==> config.mk <==
export PLATFORM = sky130hd
export DESIGN_NAME = hazard_unit
export DESIGN_NICKNAME = d
export VERILOG_FILES = /design/src/rtl/hazard_pkg.sv /design/src/rtl/hazard_unit_md_busy_tracker.sv /design/src/rtl/hazard_unit.sv
export SDC_FILE = /design/constraint.sdc
export NUM_CORES = 1
export LEC_CHECK = 0
export ABC_AREA = 0
export CORE_MARGIN = 4
export CORE_UTILIZATION = 47
export CTS_BUF_LIST = sky130_fd_sc_hd__clkbuf_16
export CTS_CLUSTER_DIAMETER = 120
export DETAILED_ROUTE_END_ITERATION = 10
export PLACE_DENSITY_LB_ADDON = 0.1
export REMOVE_ABC_BUFFERS = 1
export SETUP_SLACK_MARGIN = 0.02
export SLEW_MARGIN = 10
export SYNTH_ARGS = -nofsm -noshare
export SYNTH_HDL_FRONTEND = slang
export SYNTH_SLANG_ARGS = --single-unit
==> constraint.sdc <==
create_clock -name clk -period 3.88 [get_ports clk]
set_clock_uncertainty 0.1 [all_clocks]
set_input_delay 0.582 -clock clk [delete_from_list [all_inputs] [get_ports clk]]
set_output_delay 0.582 -clock clk [all_outputs]
set_load 0.02 [all_outputs]
==> src/rtl/hazard_pkg.sv <==
// Shared definitions for the pipeline hazard controller.
package hazard_pkg;

  typedef enum logic {
    MD_IDLE = 1'b0,
    MD_BUSY = 1'b1
  } mdState_t;

  localparam logic [4:0] REG_ZERO       = 5'd0;
  localparam int         MD_CYCLES_DEF  = 32;

endpackage

==> src/rtl/hazard_unit_md_busy_tracker.sv <==
// Busy tracker for the multi-cycle mult/div unit: down-counter with a
// terminal-count compare, and a registered done pulse on normal completion.
//
//   state   | meaning
//   --------+-----------------------------------------------
//   MD_IDLE | unit free, waiting for a start from EX
//   MD_BUSY | operation in flight, mdCnt counts down to 0
module md_busy_tracker
  import hazard_pkg::*;
#(
  parameter int MD_CYCLES = MD_CYCLES_DEF
) (
  input  logic clk,
  input  logic rst_n,
  input  logic mdStart,
  output logic mdBusy,
  output logic mdDone
);

  localparam int CW = $clog2(MD_CYCLES);
  localparam logic [CW-1:0] CNT_LOAD = CW'(MD_CYCLES - 1);

  mdState_t         state, stateNext;
  logic [CW-1:0]    mdCnt, mdCntNext;
  logic             mdDoneNext;

  always_ff @(posedge clk) begin
    if (!rst_n) begin
      state  <= MD_IDLE;
      mdCnt  <= '0;
      mdDone <= 1'b0;
    end else begin
      state  <= stateNext;
      mdCnt  <= mdCntNext;
      mdDone <= mdDoneNext;
    end
  end

  always_comb begin
    stateNext  = state;
    mdCntNext  = mdCnt;
    mdDoneNext = 1'b0;
    unique case (state)
      MD_IDLE: begin
        if (mdStart) begin
          stateNext = MD_BUSY;
          mdCntNext = CNT_LOAD;
        end
      end
      MD_BUSY: begin
        // A restart while busy abandons the old op without a done pulse.
        if (mdStart) begin
          mdCntNext = CNT_LOAD;
        end else if (mdCnt == '0) begin
          stateNext  = MD_IDLE;
          mdDoneNext = 1'b1;
        end else begin
          mdCntNext = mdCnt - CW'(1);
        end
      end
      default: stateNext = MD_IDLE;
    endcase
  end

  assign mdBusy = (state == MD_BUSY);

endmodule

==> src/rtl/hazard_unit.sv <==
// Hazard controller for the 5-stage core: load-use, jr/jalr and hi/lo
// stalls, IF/ID flush on taken control flow, and a stall-cycle counter.
module hazard_unit
  import hazard_pkg::*;
#(
  parameter int MD_CYCLES = MD_CYCLES_DEF,
  parameter int CNT_W     = 16
) (
  input  logic             clk,
  input  logic             rst_n,
  input  logic [4:0]       Rs_ID,
  input  logic [4:0]       Rt_ID,
  input  logic             UseRt_ID,
  input  logic             Jr_ID,
  input  logic             HiLoUse_ID,
  input  logic             BranchTaken_ID,
  input  logic             Jump_ID,
  input  logic [4:0]       RegAddr_EX,
  input  logic             RegWrite_EX,
  input  logic             MemRead_EX,
  input  logic [4:0]       RegAddr_MEM,
  input  logic             MemRead_MEM,
  input  logic             MdStart_EX,
  output logic             PCWrite,
  output logic             IFIDWrite,
  output logic             IDEXBubble,
  output logic             IFIDFlush,
  output logic             MdBusy,
  output logic             MdDone,
  output logic [CNT_W-1:0] StallCnt
);

  localparam logic [CNT_W-1:0] CNT_MAX = {CNT_W{1'b1}};

  logic loadUse, jrHazard, mdHazard, stall;

  md_busy_tracker #(.MD_CYCLES(MD_CYCLES)) u_mdTracker (
    .clk     (clk),
    .rst_n   (rst_n),
    .mdStart (MdStart_EX),
    .mdBusy  (MdBusy),
    .mdDone  (MdDone)
  );

  assign loadUse = MemRead_EX && (RegAddr_EX != REG_ZERO) &&
                   ((Rs_ID == RegAddr_EX) || (UseRt_ID && (Rt_ID == RegAddr_EX)));

  // ALU results in EX/MEM are forwarded to jr; only load data is too late.
  assign jrHazard = Jr_ID && (Rs_ID != REG_ZERO) &&
                    ((RegWrite_EX && MemRead_EX && (RegAddr_EX == Rs_ID)) ||
                     (MemRead_MEM && (RegAddr_MEM == Rs_ID)));

  assign mdHazard = HiLoUse_ID && (MdBusy || MdStart_EX);

  assign stall = loadUse || jrHazard || mdHazard;

  always_comb begin
    PCWrite    = 1'b1;
    IFIDWrite  = 1'b1;
    IDEXBubble = 1'b0;
    IFIDFlush  = 1'b0;
    if (rst_n) begin
      if (stall) begin
        PCWrite    = 1'b0;
        IFIDWrite  = 1'b0;
        IDEXBubble = 1'b1;
      end else begin
        IFIDFlush = BranchTaken_ID || Jump_ID;
      end
    end
  end

  always_ff @(posedge clk) begin
    if (!rst_n) begin
      StallCnt <= '0;
    end else if (stall && (StallCnt != CNT_MAX)) begin
      StallCnt <= StallCnt + CNT_W'(1);
    end
  end

endmodule

==> results of run 1 <==
==> stage by stage <==
step	total power, mW	worst slack, ns	cells	utilization
floorplan	0.313	0.792	160	-
global placement	0.370	0.305	244	0.680
detailed placement	0.375	0.226	244	0.680
CTS	0.595	0.220	248	0.709
global route	0.619	0.107	248	0.709
finish	0.590	0.240	248	0.709
==> worst max-delay path: stages <==
cell,delay [ns]
clkdlybuf4s50_1,0.46
or4_1,0.58
o2111ai_1,0.22
o21a_1,0.18
o21a_2,0.15
nand2b_1,0.15
clkdlybuf4s50_1,0.63
==> power groups by stage <==
stage               logic (mW)  registers [mW]  clock network [mW]
global route             0.130           0.254               0.234
floorplan               0.0540           0.259                   0
global placement         0.113           0.257                   0
finish                   0.118           0.253               0.220
detailed placement       0.118           0.258                   0
CTS                      0.118           0.253               0.224
==> cell usage in the layout, fill, tap and decap left out, types with 3 or more instances in the layout <==
cell type and count:
a21oi_1 15, and3_1 5, clkbuf_16 3, clkdlybuf4s50_1 51, dfxtp_1 23, ha_1 3
inv_1 6, nand2_1 7, nand2b_1 3, nand3_1 9, nand4_1 5, nor2_1 13
nor3_1 3, o21ai_0 3, o31ai_1 12, or4_1 14, xnor2_1 6, xor2_1 10
==> kinds of logic after synthesis <==
group                      Yosys count  share of synthesized area
AOI/OAI and AO/OA                   42                      0.194
xor gates and xnor gates            16                      0.100
adders and majority gates            3                     0.0269
buffers and inverters               17                     0.0600
DFF                                 23                      0.330
muxes                                2                     0.0143
and+or+nand+nor                     67                      0.274
==> final cells by class <==
cell class,instances,area (um2)
Clock buffer,3,75.1
Clock inverter,1,5.00
Fill cell,228,817
Inverter,7,26.3
Multi-Input combinational cell,130,857
Sequential cell,23,460
Tap cell,31,38.8
Timing Repair Buffer,53,526
==> layer usage <==
| metal | share of wire | global-route usage | vias up |
|---|---|---|---|
| met1 | 0.40 | 0.200 | 692 |
| li1 | - | - | 729 |
| met3 | 0.052 | 0.0414 | 6 |
| met2 | 0.53 | 0.357 | 49 |
| met4 | 0.015 | 0.0606 | 0 |
| met5 | 0 | 0 | - |
==> how the worst max path moves through the flow <==
stage | end | slack, ns | cells after the start
floorplan | IDEXBubble | 0.79 | 6
global placement | PCWrite | 0.31 | 7
detailed placement | PCWrite | 0.23 | 7
CTS | PCWrite | 0.22 | 7
global route | PCWrite | 0.11 | 7
finish | PCWrite | 0.24 | 7
==> flip-flops by register name, indices dropped and copies added, names as in the netlist <==
register,count
u_mdTracker.mdBusy,1
u_mdTracker.mdDone,1
StallCnt,16
u_mdTracker.mdCnt,5
==> impl_metrics.py, run 1 <==
metrics = {
    "outcome": {
        "outcome": "complete, no violations",
    },
    "final_layout": {
        "synthToLayoutAreaGrowth_pct": 42.4,
        "design.final.nets": 252,
        "post_route_cells_drive_above_1_share": 0.0461,
        "fin_area_um2": 1990,
        "antenna_cells_inserted": 0,
    },
    "timing": {
        "slew_at_the_pin_with_the_worst_max_slew_slack_ns": 0.549,
        "final.setup.tns_ns": 0,
        "timing.fmax_ghz": 0.275,
        "slew_viol_final": 0,
        "finalHoldWorstSlack_ns": 0.396,
        "setup-violations-final": 0,
        "final_min_period_over_clock_period": 0.938,
        "timing.final.hold_violations": 0,
        "timing.final.crit_period_ns": 3.64,
        "worst_slew_margin_rel": 0.632,
        "rsz0062_at_grt": "no",
    },
    "synth": {
        "yosys_top_cell_by_area": "dfxtp_1",
        "synthTopCellsByArea": "dfxtp_1 (33%), or4_1 (7.5%), o31ai_1 (6.5%)",
        "async_flop_share": 0,
        "synth_common_cells": "dfxtp_1 (23), a21oi_1 (15), or4_1 (14), nor2_1 (13), o31ai_1 (12)",
        "synth_area_um2": 1400,
        "yosys_register_bits": 23,
        "share_of_the_synthesized_area_in_the_top_cell_type": 0.330,
        "synth-seq-area-share": 0.330,
        "post-synth-top-count-cell": "dfxtp_1",
        "number_of_flops_mapped_to_enable_cells_by_yosys": 0,
        "synth.distinct_cells": 37,
        "ys_warn_count": 0,
        "post_synth.cell_area_avg_um2": 8.21,
        "synthFlopType": "dfxtp_1",
        "mapped_cells": 170,
    },
    "worst_setup_path": {
        "reg2reg_to": "StallCnt[1]",
        "worstPathRequired_ns": 3.20,
        "worstSetupEndpointType": "output port",
        "worst-setup-path-type": "input pin to output port",
        "worst_r2r_path_depth": 7,
        "worst-endpoint-arrival_ns": 2.96,
        "worst-r2r-setup-slack_ns": 1.67,
        "timing.rr.start": "StallCnt[6]",
        "path_max_fanout": 3,
        "start_kind": "input pin",
        "crit_path_start": "Rs_ID[1]",
    },
    "hold_path": {
        "timing.hold.worst_endpoint": "StallCnt[11]",
        "holdCritStartpoint": "StallCnt[11]",
        "min-delay-path-class": "flop to flop",
        "min_path_cells": 2,
    },
    "detailed_routing": {
        "detailedRoute.firstIterationViolations": 92,
        "ant_nets": 0,
        "finalWirelength_um": 3560,
        "detail_route.drc_violations": 0,
        "detail_route.wl_per_cell_um": 14.3,
        "via_density_per_instance": 5.95,
        "drt-pass1-iter-count": 4,
        "detailroute.via_count": 1476,
    },
    "clock_network": {
        "clk_latency_ns": 0.26,
        "postCtsSetupRepairBufs": 0,
        "cts_hold_repair.buffers": 0,
        "root_cell_of_the_clock_tree": "clkbuf_16",
        "clkTransAtPathRegs_ns": 0.06,
        "clk_path_buf_depth": 2,
        "cts.repair.resized": 0,
        "cts-htree-levels": 1,
        "tritoncts_num_sinks": 23,
        "tritoncts.num_buffers": 3,
        "tritoncts": "done",
    },
    "floorplanning": {
        "start_util": 0.498,
        "die-width_um": 62.5,
        "rows": 19,
        "fp.dieArea_um2": 3910,
        "die_h_um": 62.5,
        "floorplan.io_pins": 53,
        "core_area_um2": 2810,
    },
    "power_and_ir_drop": {
        "internal_power_mw": 0.445,
        "power.share.clock": 0.372,
        "share_of_total_power_in_combinational_logic": 0.200,
        "peakVddDrop_mv": 0.214,
        "power.switching_fraction": 0.245,
        "power_switching_mw": 0.145,
        "power-per-cell-area_nw_per_um2": 297,
        "leakage_nw": 0.680,
        "seq_power_share": 0.428,
    },
    "placement": {
        "portBuffers": 51,
        "placement.cell_area_um2": 1910,
        "post_dp_hpwl_um": 2740,
        "finalWeightedCongestion": 0.877,
    },
    "global_routing": {
        "initial_antenna_violation_count": 0,
        "grt_pass1_vias": 1451,
        "grt_first_pass_wirelength_um": 6190,
        "largest_net_degree_at_the_start_of_global_routing": 30,
        "overflow": 0,
        "total_routing_resource_utilization_after_global_routing": 0.187,
    },
    "job": {
        "maxCapViolCount": 0,
    },
}
No activity file was read; power rests on OpenSTA's default activity.
==> run 2, diff against run 1 <==
- CELL_PAD_IN_SITES_DETAIL_PLACEMENT: unset -> 0
- CELL_PAD_IN_SITES_GLOBAL_PLACEMENT: unset -> 2
- CORE_UTILIZATION: 47 -> 26
==> run 2 against run 1 <==
Effect of this change: via count down 2.7%; highest routed layer unchanged; flip-flop and latch count unchanged; first-iteration DRC count decreased by 64%; clock-buffer cell count stayed put; critical endpoint unchanged; critical path type unchanged.
==> impl_metrics.py, run 2 (synthesized netlist as in run 1, its figures left out) <==
metrics = {
    "detailed_routing": {
        "drt-pass1-iter-count": 4,
        "via_density_per_instance": 5.00,
        "detail_route.drc_violations": 0,
        "detailroute.via_count": 1436,
        "ant_nets": 0,
        "detailedRoute.firstIterationViolations": 33,
        "finalWirelength_um": 3720,
        "detail_route.wl_per_cell_um": 13.0,
    },
    "worst_setup_path": {
        "start_kind": "input pin",
        "cell_repeated_most_along_the_worst_path": "clkdlybuf4s50_1",
        "critical_path.max_stage_delay_ns": 0.62,
        "worstPathRequired_ns": 3.20,
        "timing.critical_path.buf_inv": 2,
        "cpLargestDelayFamily": "buffers and inverters",
        "worst-r2r-setup-slack_ns": 1.69,
        "critical_path_cell_by_cell": "clkdlybuf4s50_1 > or4_1 > o2111ai_1 > o21a_1 > o21a_2 > nand2b_1 > clkdlybuf4s50_1",
        "timing.rr.start": "StallCnt[6]",
        "worst-setup-path-type": "input pin to output port",
        "worst-endpoint-arrival_ns": 2.96,
        "worstSetupEndpointType": "output port",
        "crit_path_top_delay_cell": "clkdlybuf4s50_1",
        "path_max_fanout": 3,
        "crit_path_start": "Rs_ID[1]",
    },
    "floorplanning": {
        "start_util": 0.270,
        "fp.dieArea_um2": 6610,
        "core_area_um2": 5170,
        "die-width_um": 81.3,
        "rows": 26,
        "die_h_um": 81.3,
        "floorplan.io_pins": 53,
    },
    "power_and_ir_drop": {
        "totalPowerFinal_mw": 0.596,
        "power.switching_fraction": 0.252,
        "power-per-cell-area_nw_per_um2": 292,
        "peakVddDrop_mv": 0.151,
        "power.share.clock": 0.378,
        "seq_power_share": 0.425,
        "power_switching_mw": 0.150,
        "leakage_nw": 0.680,
        "internal_power_mw": 0.446,
        "share_of_total_power_in_combinational_logic": 0.197,
    },
    "clock_network": {
        "cts_hold_repair.buffers": 0,
        "tritoncts_num_sinks": 23,
        "tritoncts.num_buffers": 3,
        "postCtsSetupRepairBufs": 0,
        "tritoncts": "done",
        "clk_latency_ns": 0.25,
        "cts.repair.resized": 0,
        "clkTransAtPathRegs_ns": 0.06,
        "cts-htree-levels": 1,
        "root_cell_of_the_clock_tree": "clkbuf_16",
        "clk_path_buf_depth": 2,
    },
    "final_layout": {
        "max_flop_register": "StallCnt",
        "antenna_cells_inserted": 0,
        "largest_reg_flops": 16,
        "synthToLayoutAreaGrowth_pct": 45.9,
        "biggestRegsByFlops": "StallCnt (16), u_mdTracker.mdCnt (5)",
        "layout.cells.most_common_list": "clkdlybuf4s50_1 (51), dfxtp_1 (23), a21oi_1 (15)",
        "design.final.nets": 252,
        "post_route_cells_drive_above_1_share": 0.0461,
        "multiInputGateArea_um2": 857,
        "layout_commonest_cell": "clkdlybuf4s50_1",
        "fin_area_um2": 2040,
        "final-seq-area_um2": 460,
        "n_fill_cell": 524,
    },
    "timing": {
        "slew_viol_final": 0,
        "setup-violations-final": 0,
        "worst_slew_margin_rel": 0.636,
        "finalHoldWorstSlack_ns": 0.390,
        "final_min_period_over_clock_period": 0.939,
        "timing.fmax_ghz": 0.274,
        "timing.final.crit_period_ns": 3.64,
        "timing.final.hold_violations": 0,
        "postLayoutSetupSlackWorst_ns": 0.235,
        "final.setup.tns_ns": 0,
        "slew_at_the_pin_with_the_worst_max_slew_slack_ns": 0.543,
        "rsz0062_at_grt": "no",
    },
    "hold_path": {
        "holdCritStartpoint": "StallCnt[12]",
        "min-delay-path-class": "flop to flop",
    },
    "placement": {
        "placement.cell_area_um2": 1960,
        "post_dp_hpwl_um": 2870,
        "finalWeightedCongestion": 0.794,
        "portBuffers": 51,
        "dp_worst_setup_slack_ns": 0.198,
    },
    "global_routing": {
        "largest_net_degree_at_the_start_of_global_routing": 30,
        "grt_first_pass_wirelength_um": 6250,
        "total_routing_resource_utilization_after_global_routing": 0.120,
        "overflow": 0,
        "initial_antenna_violation_count": 0,
        "grt_pass1_vias": 1373,
    },
    "outcome": {
        "outcome": "complete, no violations",
    },
    "job": {
        "maxCapViolCount": 0,
    },
}
-- run 2: area by class of cell --
class,count,area share
Multi-Input combinational cell,130,0.421
Timing Repair Buffer,53,0.258
Sequential cell,23,0.226
Tap cell,70,0.0430
Clock buffer,3,0.0369
Inverter,7,0.0129
Clock inverter,1,0.00246
-- run 2: layer usage --
layer | wire [um] | track usage | vias up | share of wire
met3 | 152 | 0.0299 | 2 | 0.041
met1 | 1640 | 0.136 | 675 | 0.44
li1 | - | - | 726 | -
met5 | 0 | 0 | - | 0
met4 | 24 | 0.0355 | 0 | 0.0064
met2 | 1900 | 0.218 | 33 | 0.51
-- run 2: worst register-to-register path: cells and delay by family, from the launching register on --
| kind | cells | cell delay (ns) |
|---|---|---|
| DFF | 1 | 0.43 |
| AOI/OAI and AO/OA | 2 | 0.23 |
| buffers and inverters | 1 | 0.33 |
| and+or+nand+nor | 4 | 0.97 |
-- run 2: power groups by stage --
stage                     registers (mW)  logic [mW]  clock network [mW]
after CTS                          0.253       0.119               0.236
after detailed placement           0.258       0.119                   0
after global placement             0.258       0.116                   0
after global routing               0.254       0.129               0.246
final                              0.253       0.117               0.225
after floorplan                    0.259      0.0540                   0
-- run 2: worst paths after layout --
kind,cells after the start,endpoint
min,2,StallCnt[12]
min reg2reg,2,StallCnt[12]
max reg2reg,7,StallCnt[1]
max,7,PCWrite
-- run 2: stage by stage --
stage           util  std cells
4_1_cts        0.394        287
2_1_floorplan      -        160
3_5_place_dp   0.378        283
5_1_grt        0.394        287
6_report       0.394        287
3_3_place_gp   0.378        283
